===== src/rtl/vga_fb_arbiter_pkg.sv =====
// rtl/vga_fb_arbiter_pkg.sv - shared timing constants, address width and CPU FSM encoding
package vga_fb_arbiter_pkg;

    localparam int H_ACTIVE = 640;
    localparam int V_ACTIVE = 480;
    localparam int FB_W     = 320;
    localparam int FB_H     = 240;
    localparam int PIX_W    = 12;
    localparam int FB_AW    = 17;

    typedef enum logic {
        ST_IDLE = 1'b0,
        ST_ACK  = 1'b1
    } cpu_state_e;

endpackage


===== src/rtl/fb_addr_calc.sv =====
// rtl/fb_addr_calc.sv - frame-buffer x/y (from the registered timing counters) to linear address
module fb_addr_calc
    import vga_fb_arbiter_pkg::*;
(
    input  logic [8:0]       x,
    input  logic [8:0]       y,
    output logic [FB_AW-1:0] addr
);

    logic [FB_AW-1:0] y_ext;
    logic [FB_AW-1:0] x_ext;

    // y*320 + x without a multiplier: y*256 + y*64 + x
    always_comb begin
        y_ext = {8'd0, y};
        x_ext = {8'd0, x};
        addr  = (y_ext << 8) + (y_ext << 6) + x_ext;
    end

endmodule


===== src/rtl/vga_fb_arbiter.sv =====
// rtl/vga_fb_arbiter.sv - shares one frame-buffer RAM port between 2x-scaled VGA scan-out and a CPU
module vga_fb_arbiter #(
    parameter int H_ACTIVE = vga_fb_arbiter_pkg::H_ACTIVE,
    parameter int V_ACTIVE = vga_fb_arbiter_pkg::V_ACTIVE,
    parameter int FB_W     = vga_fb_arbiter_pkg::FB_W,
    parameter int FB_H     = vga_fb_arbiter_pkg::FB_H,
    parameter int PIX_W    = vga_fb_arbiter_pkg::PIX_W
) (
    input  logic                                 clk,
    input  logic                                 reset,
    input  logic [9:0]                           h_cnt,
    input  logic [9:0]                           v_cnt,
    input  logic                                 h_sync_in,
    input  logic                                 v_sync_in,
    input  logic                                 cpu_req,
    input  logic                                 cpu_we,
    input  logic [vga_fb_arbiter_pkg::FB_AW-1:0] cpu_addr,
    input  logic [PIX_W-1:0]                     cpu_wdata,
    output logic                                 cpu_ack,
    output logic                                 cpu_rvalid,
    output logic [PIX_W-1:0]                     cpu_rdata,
    output logic [vga_fb_arbiter_pkg::FB_AW-1:0] mem_addr,
    output logic                                 mem_we,
    output logic [PIX_W-1:0]                     mem_wdata,
    input  logic [PIX_W-1:0]                     mem_rdata,
    output logic [PIX_W-1:0]                     rgb,
    output logic                                 h_sync,
    output logic                                 v_sync,
    output logic                                 frame_start,
    output logic [7:0]                           drop_cnt
);

    import vga_fb_arbiter_pkg::*;

    localparam logic [9:0]       H_ACT   = 10'(H_ACTIVE);
    localparam logic [9:0]       V_ACT   = 10'(V_ACTIVE);
    localparam logic [FB_AW-1:0] FB_SIZE = FB_AW'(FB_W * FB_H);

    cpu_state_e state_q, state_d;

    logic             pix_active;
    logic             disp_slot;
    logic             cpu_in_range;
    logic             grant;
    logic [FB_AW-1:0] disp_addr;

    logic [FB_AW-1:0] mem_addr_q, mem_addr_d;
    logic             mem_we_q, mem_we_d;
    logic [PIX_W-1:0] mem_wdata_q, mem_wdata_d;
    logic             rd_issue_q, rd_issue_d;
    logic             rd_data_q, rd_data_d;
    logic             cpu_rvalid_q, cpu_rvalid_d;
    logic [PIX_W-1:0] cpu_rdata_q, cpu_rdata_d;
    logic [7:0]       drop_cnt_q, drop_cnt_d;
    logic             act1_q, act1_d;
    logic             act2_q, act2_d;
    logic             disp1_q, disp1_d;
    logic             disp2_q, disp2_d;
    logic [PIX_W-1:0] rgb_q, rgb_d;
    logic [2:0]       hs_q, hs_d;
    logic [2:0]       vs_q, vs_d;
    logic             frame_start_q, frame_start_d;

    fb_addr_calc u_fb_addr_calc (
        .x    (h_cnt[9:1]),
        .y    (v_cnt[9:1]),
        .addr (disp_addr)
    );

    // Even active pixels own the RAM; odd pixels reuse the fetched word, freeing the port
    always_comb begin
        pix_active   = (h_cnt < H_ACT) && (v_cnt < V_ACT);
        disp_slot    = pix_active && !h_cnt[0];
        cpu_in_range = cpu_addr < FB_SIZE;
        grant        = (state_q == ST_IDLE) && cpu_req && !disp_slot;
    end

    always_ff @(posedge clk) begin
        if (reset) begin
            state_q <= ST_IDLE;
        end else begin
            state_q <= state_d;
        end
    end

    always_comb begin
        state_d = state_q;
        case (state_q)
            ST_IDLE: if (grant) state_d = ST_ACK;
            ST_ACK:  state_d = ST_IDLE;
            default: state_d = ST_IDLE;
        endcase
    end

    always_comb begin
        cpu_ack = (state_q == ST_ACK);
    end

    always_comb begin
        mem_addr_d  = mem_addr_q;
        mem_we_d    = 1'b0;
        mem_wdata_d = mem_wdata_q;
        rd_issue_d  = 1'b0;
        drop_cnt_d  = drop_cnt_q;
        if (disp_slot) begin
            mem_addr_d = disp_addr;
        end else if (grant) begin
            mem_addr_d  = cpu_addr;
            mem_we_d    = cpu_we && cpu_in_range;
            mem_wdata_d = cpu_wdata;
            rd_issue_d  = !cpu_we && cpu_in_range;
            if (!cpu_in_range && (drop_cnt_q != 8'hFF)) begin
                drop_cnt_d = drop_cnt_q + 8'd1;
            end
        end

        // RAM data for a read issued in the ack cycle lands one cycle later
        rd_data_d    = rd_issue_q;
        cpu_rvalid_d = rd_data_q;
        cpu_rdata_d  = rd_data_q ? mem_rdata : cpu_rdata_q;

        act1_d  = pix_active;
        disp1_d = disp_slot;
        act2_d  = act1_q;
        disp2_d = disp1_q;
        if (!act2_q) begin
            rgb_d = '0;
        end else if (disp2_q) begin
            rgb_d = mem_rdata;
        end else begin
            rgb_d = rgb_q;
        end

        hs_d          = {hs_q[1:0], h_sync_in};
        vs_d          = {vs_q[1:0], v_sync_in};
        frame_start_d = (h_cnt == 10'd0) && (v_cnt == V_ACT);
    end

    always_ff @(posedge clk) begin
        if (reset) begin
            mem_addr_q    <= '0;
            mem_we_q      <= 1'b0;
            mem_wdata_q   <= '0;
            rd_issue_q    <= 1'b0;
            rd_data_q     <= 1'b0;
            cpu_rvalid_q  <= 1'b0;
            cpu_rdata_q   <= '0;
            drop_cnt_q    <= 8'd0;
            act1_q        <= 1'b0;
            act2_q        <= 1'b0;
            disp1_q       <= 1'b0;
            disp2_q       <= 1'b0;
            rgb_q         <= '0;
            hs_q          <= 3'b111;
            vs_q          <= 3'b111;
            frame_start_q <= 1'b0;
        end else begin
            mem_addr_q    <= mem_addr_d;
            mem_we_q      <= mem_we_d;
            mem_wdata_q   <= mem_wdata_d;
            rd_issue_q    <= rd_issue_d;
            rd_data_q     <= rd_data_d;
            cpu_rvalid_q  <= cpu_rvalid_d;
            cpu_rdata_q   <= cpu_rdata_d;
            drop_cnt_q    <= drop_cnt_d;
            act1_q        <= act1_d;
            act2_q        <= act2_d;
            disp1_q       <= disp1_d;
            disp2_q       <= disp2_d;
            rgb_q         <= rgb_d;
            hs_q          <= hs_d;
            vs_q          <= vs_d;
            frame_start_q <= frame_start_d;
        end
    end

    assign mem_addr    = mem_addr_q;
    assign mem_we      = mem_we_q;
    assign mem_wdata   = mem_wdata_q;
    assign cpu_rvalid  = cpu_rvalid_q;
    assign cpu_rdata   = cpu_rdata_q;
    assign drop_cnt    = drop_cnt_q;
    assign rgb         = rgb_q;
    assign h_sync      = hs_q[2];
    assign v_sync      = vs_q[2];
    assign frame_start = frame_start_q;

endmodule


===== config.mk =====
export PLATFORM = sky130hd
export DESIGN_NAME = vga_fb_arbiter
export DESIGN_NICKNAME = d
export VERILOG_FILES = /design/src/rtl/vga_fb_arbiter_pkg.sv /design/src/rtl/fb_addr_calc.sv /design/src/rtl/vga_fb_arbiter.sv
export SDC_FILE = /design/constraint.sdc
export NUM_CORES = 1
export LEC_CHECK = 0
export CAP_MARGIN = 5
export CORE_MARGIN = 3
export CORE_UTILIZATION = 25
export CTS_CLUSTER_SIZE = 16
export DETAILED_ROUTE_END_ITERATION = 10
export SLEW_MARGIN = 15
export SYNTH_ARGS = -nofsm -noshare
export SYNTH_HDL_FRONTEND = slang
export SYNTH_SLANG_ARGS = --single-unit

===== constraint.sdc =====
create_clock -name clk -period 2.85 [get_ports clk]
set_input_delay 0.57 -clock clk [delete_from_list [all_inputs] [get_ports clk]]
set_output_delay 0.57 -clock clk [all_outputs]
set_load 0.01 [all_outputs]

======== After elaboration in Yosys (flattened, before gate mapping) ========
Index checks and enable logic that the tools add are counted.
storage, ports and cells
  bits in registers ....................... 77
  bits of input ports ..................... 67
  output and inout bits ................... 67
  word-level logic and storage cells ...... 51
cells by class
  $add $sub $neg .......................... 3
  magnitude comparators ................... 3
  eq/ne operators ......................... 2
  mux-type cells .......................... 4
  bitwise logic cells ..................... 4
  reduce and logical (&&, ||, !) cells .... 18
operator list
  kind                                                                   number
  17-bit 2-to-1 mux                                                      2
  17-bit by 15-bit adder with 17-bit output                              1
  17-bit by 9-bit adder with 17-bit output                               1
  17-bit < comparator, second input constant                             1
  10-bit by 9-bit == test with 1-bit output, second input constant       1
  10-bit zero test                                                       1
  10-bit < comparator, second input constant                             1
  10-bit by 9-bit < comparator with 1-bit output, second input constant  1
  8-bit by 1-bit adder with 8-bit output, second input constant          1
  1-bit logical AND                                                      8
  8-bit != test, second input constant                                   1
  1-bit zero test                                                        4
  1-bit inverter                                                         4
  3-bit AND reduction                                                    1
  3-bit OR reduction                                                     1
  1-bit one-hot mux with 2 select lines                                  1
  2-bit AND reduction                                                    1
  2-bit nonzero test                                                     1
  2-bit OR reduction                                                     1
  1-bit 2-to-1 mux                                                       1

======== Depth between registers and ports, before layout ========
  depth in word-level cells ............... 7
  mapped depth ............................ 8
  gate-level depth less buffers ........... 8

======== Hierarchy ========
Synthesis repeated with hierarchy kept, for this count alone.
unflattened totals
  cell total of the unflattened synthesis .. 372
  area total of the unflattened synthesis .. 3698.5 µm²
modules (own cells, without submodules)
  module          times used  cells each  area each (µm²)  seq. area each (µm²)
  vga_fb_arbiter  1           307         3120.5           1541.5
  fb_addr_calc    1           65          578.1            0.0

======== Worst setup path after synthesis ========
Ideal clock, no wire load.
  kind .................................... input-to-reg
  start ................................... input port h_cnt[9]
  end ..................................... register mem_addr_q[14] (netlist: mem_addr[14])
  setup time .............................. 112 ps
  arrival ................................. 2409 ps
  data required time ...................... 2738 ps
  setup slack ............................. 329 ps
  stages .................................. 8
  buffers on the path ..................... 0
  cell sequence ........................... inv_1 > fa_1 > inv_1 > ha_1 > a211oi_1 > nor2_1 > o2111a_1 > a2111oi_1
on the way
  word-level cells in the longest chain between the ends .. 6
  elaborated cells between the ends (all ways) .. 8
  classes of those cells .................. 1 x add/sub; 1 x order compare; 1 x mux; 5 x reduce/logical
ends and longest elaborated chain
  element                              line                   RTL
  start, declared                      vga_fb_arbiter.sv:11   input logic [9:0] h_cnt,
  10-bit < comparator                  vga_fb_arbiter.sv:72   pix_active = (h_cnt < H_ACT) && (v_cnt < V_ACT);
  1-bit logical AND                    vga_fb_arbiter.sv:72
  1-bit logical AND                    vga_fb_arbiter.sv:73   disp_slot = pix_active && !h_cnt[0];
  1-bit zero test                      vga_fb_arbiter.sv:75   grant = (state_q == ST_IDLE) && cpu_req && !disp_slot;
  1-bit logical AND                    vga_fb_arbiter.sv:75
  2-bit nonzero test (no source line)  --
  end signal, assigned                 vga_fb_arbiter.sv:158  mem_addr_q <= mem_addr_d;
  end, declared                        vga_fb_arbiter.sv:47   logic [FB_AW-1:0] mem_addr_q, mem_addr_d;
Several ways; a longest one is shown, not always the timed one.
A chain may end at the register's enable or synchronous reset.

======== Worst setup path in the final report ========
  start ................................... input port v_cnt[3]
  end ..................................... register mem_addr_q[14] (netlist: mem_addr[14])
on the way
  word-level cells in the longest chain between the ends .. 6
  elaborated cells between the ends (all ways) .. 9
  classes of those cells .................. 2 x add/sub; 1 x order compare; 1 x mux; 5 x reduce/logical
ends and longest elaborated chain
  element                                                                            line                  RTL
  start, declared                                                                    vga_fb_arbiter.sv:12  input logic [9:0] v_cnt,
  branches (longest 6 deep; another with 17-bit by 15-bit adder with 17-bit output)  --
Several ways; the timed one is not identified.

==> metrics.txt <==
status finished clean; ANT nets after route 0; vias in the first global route 3427; FMAX 0.362 GHz; Crit Path Class in2reg; CTS Buffer Depth 2; GRT Resource Usage Total 13.5%; RePlAce Congestion 0.863; busiest grt layer met2; initial antenna violation count 0; CTS tree built; Design Power 0.00276 W; setup violators final 0; TritonRoute pass-1 iters 4; fillers 1400; Routed WL 10.6 mm; Least-Margin Pin Slew 0.769 ns; Worst EP arrival 2.99 ns; EDFF count, synth 0; leak pwr 2.06 nW; Ys Warns 0; critical path's largest stage delay 0.60 ns; global-route wire length before repair 17.4 mm; CP max-delay cell fa_1; Setup Skew a little over 0.007 ns; Max-slew headroom 48.7%; Die W 127 µm; register area share after synthesis 42.0%; Syn Std Cell Area 3670 µm²; Starting Density 26.0%; area of the core 14100 µm²; Nets 611; Peak VDD IR ~0.33 mV; Fin. Hold Viols 0; met3 usage under 10%; critical path's top delay family adder cells; Tcrit/Tclk final 96.8%; Iteration-0 DRC Markers a little over 90; largest net degree at the start of global routing 35; Congestion Overflow GR 0; CP cell instances clkdlybuf4s50_1, inv_1, fa_1, inv_1, ha_1, a211oi_2, nor2_1, o2111a_1, a2111oi_2; Clk Latency, worst-skew pair 0.34 ns; Synth Register Bits 77; area grow syn2layout 51.4%; met2 usage around 21%; WP buf/inv 3; vias per std cell 4.64; CTS Buf Count 9; Max-cap violations 0; startpoint types primary input; HPWL Detailed between 7 and 8 mm; Post-CTS Setup Inserts 0; layout cells sized above 1 13.4%; IO Pins 134; routed vias 3292; critical path required time about 3.1 ns; Pwr Density roughly 500 nW/µm²; min cycle time layout 2.76 ns; Worst-path clk slew 0.06 ns; Worst setup EP type flip-flop; ys flop type dfxtp_1; die area 16200 µm²; RSZ-0062 raised after global routing false; WL/cell ~15 µm; post-synth cell types 48; Die H 127 µm; Syn Area/Cell 9.56 µm²; worst min-delay path category reg2reg; CTS H-tree depth 3; ys async rst share 0%; most used cell, CP inv_1; Synth Net Count 471; Slew Limit Fails 0; CTS Sinks 77; buffers added on ports 133; # diodes 0; Root Buffer clkbuf_16; met1 Track Usage GR 17.0%; DR DRC count 0; row count 43; Mapped Cells 384; CP Max Fanout 2; WHS a little over 0.4 ns
## metrics by stage
stage | TNS, ns | utilization [%] | setup slack, ns | instances | instance area [µm²]
final | 0 | 39.3 | 0.0909 | 709 | 5560
after global routing | 0 | 39.3 | 0.00913 | 709 | 5560
after CTS | 0 | 39.1 | 0.0333 | 709 | 5540
after detailed placement | -1.92 | 37.1 | -0.372 | 693 | 5250
after global placement | -1.50 | 37.1 | -0.319 | 693 | 5250
after floorplan | 0 | - | 0.329 | 384 | 3670
## Yosys cell counts (4+ instances only)
master     n  area share (%)
nand3_1   15             2.0
or2_2      6             1.0
nor2_1    57             5.8
dfxtp_1   77              42
clkbuf_1   7            0.72
nor4_1     6             1.0
o21ai_0    9             1.2
nand2_1   19             1.9
a21o_1     4            0.82
buf_1      4            0.41
inv_1      8            0.82
ha_1      18             6.1
a211oi_2   8             2.7
mux2_2     7             2.1
mux2i_1   36             9.8
buf_2      7            0.95
a211oi_1   9             1.8
a21oi_1   21             2.9
nor2b_1   18             3.1
## metal layers
| metal | part of all wire (%) | vias to the layer above |
|---|---|---|
| li1 | - | 1642 |
| met1 | 46 | 1522 |
| met2 | 45 | 113 |
| met3 | 6.8 | 15 |
| met4 | 1.7 | 0 |
| met5 | 0 | - |
## worst register-to-register path, cell delays in order, from the launching register on
cell and delay (ns):
dfxtp_1 0.33, nor2b_4 0.16, o41ai_4 0.09, buf_4 0.22
nor4b_1 0.40, mux2_2 0.37
## cell usage in the layout, fill, tap and decap left out, types with 15 or more instances in the layout
| cell type | instances |
|---|---|
| nor2_1 | 57 |
| a21oi_1 | 21 |
| nand2_1 | 19 |
| buf_4 | 19 |
| clkdlybuf4s50_1 | 132 |
| nand3_1 | 15 |
| nor2b_1 | 16 |
| dfxtp_1 | 77 |
| mux2i_1 | 36 |
| ha_1 | 18 |
## what timing repair did
item | CTS | global route
endpoints found under the setup margin | 1 | 5
pin swaps | 0 | 2
resized for setup | 1 | 6
hold buffers | 0 | 0
## cells by family (layout without fill, tap and decap cells)
family                   count (synthesis)  after routing  synth area share (%)
AND/OR/NAND/NOR                        143            143                  20.0
flip-flops                              77             77                  42.0
AO/OA/AOI/OAI                           69             69                  14.4
multiplexers                            43             43                  12.0
buffers and inverters                   31            176                  4.22
adder cells (fa/ha/maj)                 20             20                  7.22
XOR/XNOR                                 1              1                 0.239
## flip-flops by register name (all words and copies together) (netlist names), 3 cells and up
name       flops
mem_addr      17
cpu_rdata     12
mem_wdata     12
rgb           12
drop_cnt       8
hs_q           3
vs_q           3
## power breakdown
group | switching (W) | internal (W) | total [W]
Sequential | 0.0000259 | 0.00112 | 0.00115
Clock | 0.000472 | 0.000619 | 0.00109
Combinational | 0.000244 | 0.000282 | 0.000526
Total | 0.000741 | 0.00202 | 0.00276
## final timing paths
| check | to | slack [ns] | cells after the start | start |
|---|---|---|---|---|
| setup / recovery | mem_addr[14]$_SDFFE_PP0P_ | 0.09 | 9 | v_cnt[3] |
| hold / removal | hs_q[2]$_SDFF_PP1_ | 0.41 | 1 | hs_q[1]$_SDFF_PP1_ |
| setup reg to reg | drop_cnt[7]$_SDFFE_PP0P_ | 1.16 | 5 | cpu_ack$_SDFF_PP0_ |
| hold reg to reg | hs_q[2]$_SDFF_PP1_ | 0.41 | 1 | hs_q[1]$_SDFF_PP1_ |
## cell type report
cell class,count,area (µm²),area share [%]
Multi-Input combinational cell,276,2010,36.1
Sequential cell,77,1540,27.7
Timing Repair Buffer,152,1470,26.4
Clock buffer,10,239,4.30
Tap cell,180,225,4.05
Clock inverter,6,46.3,0.833
Inverter,8,30.0,0.540
No activity file was read; power rests on OpenSTA's default activity.
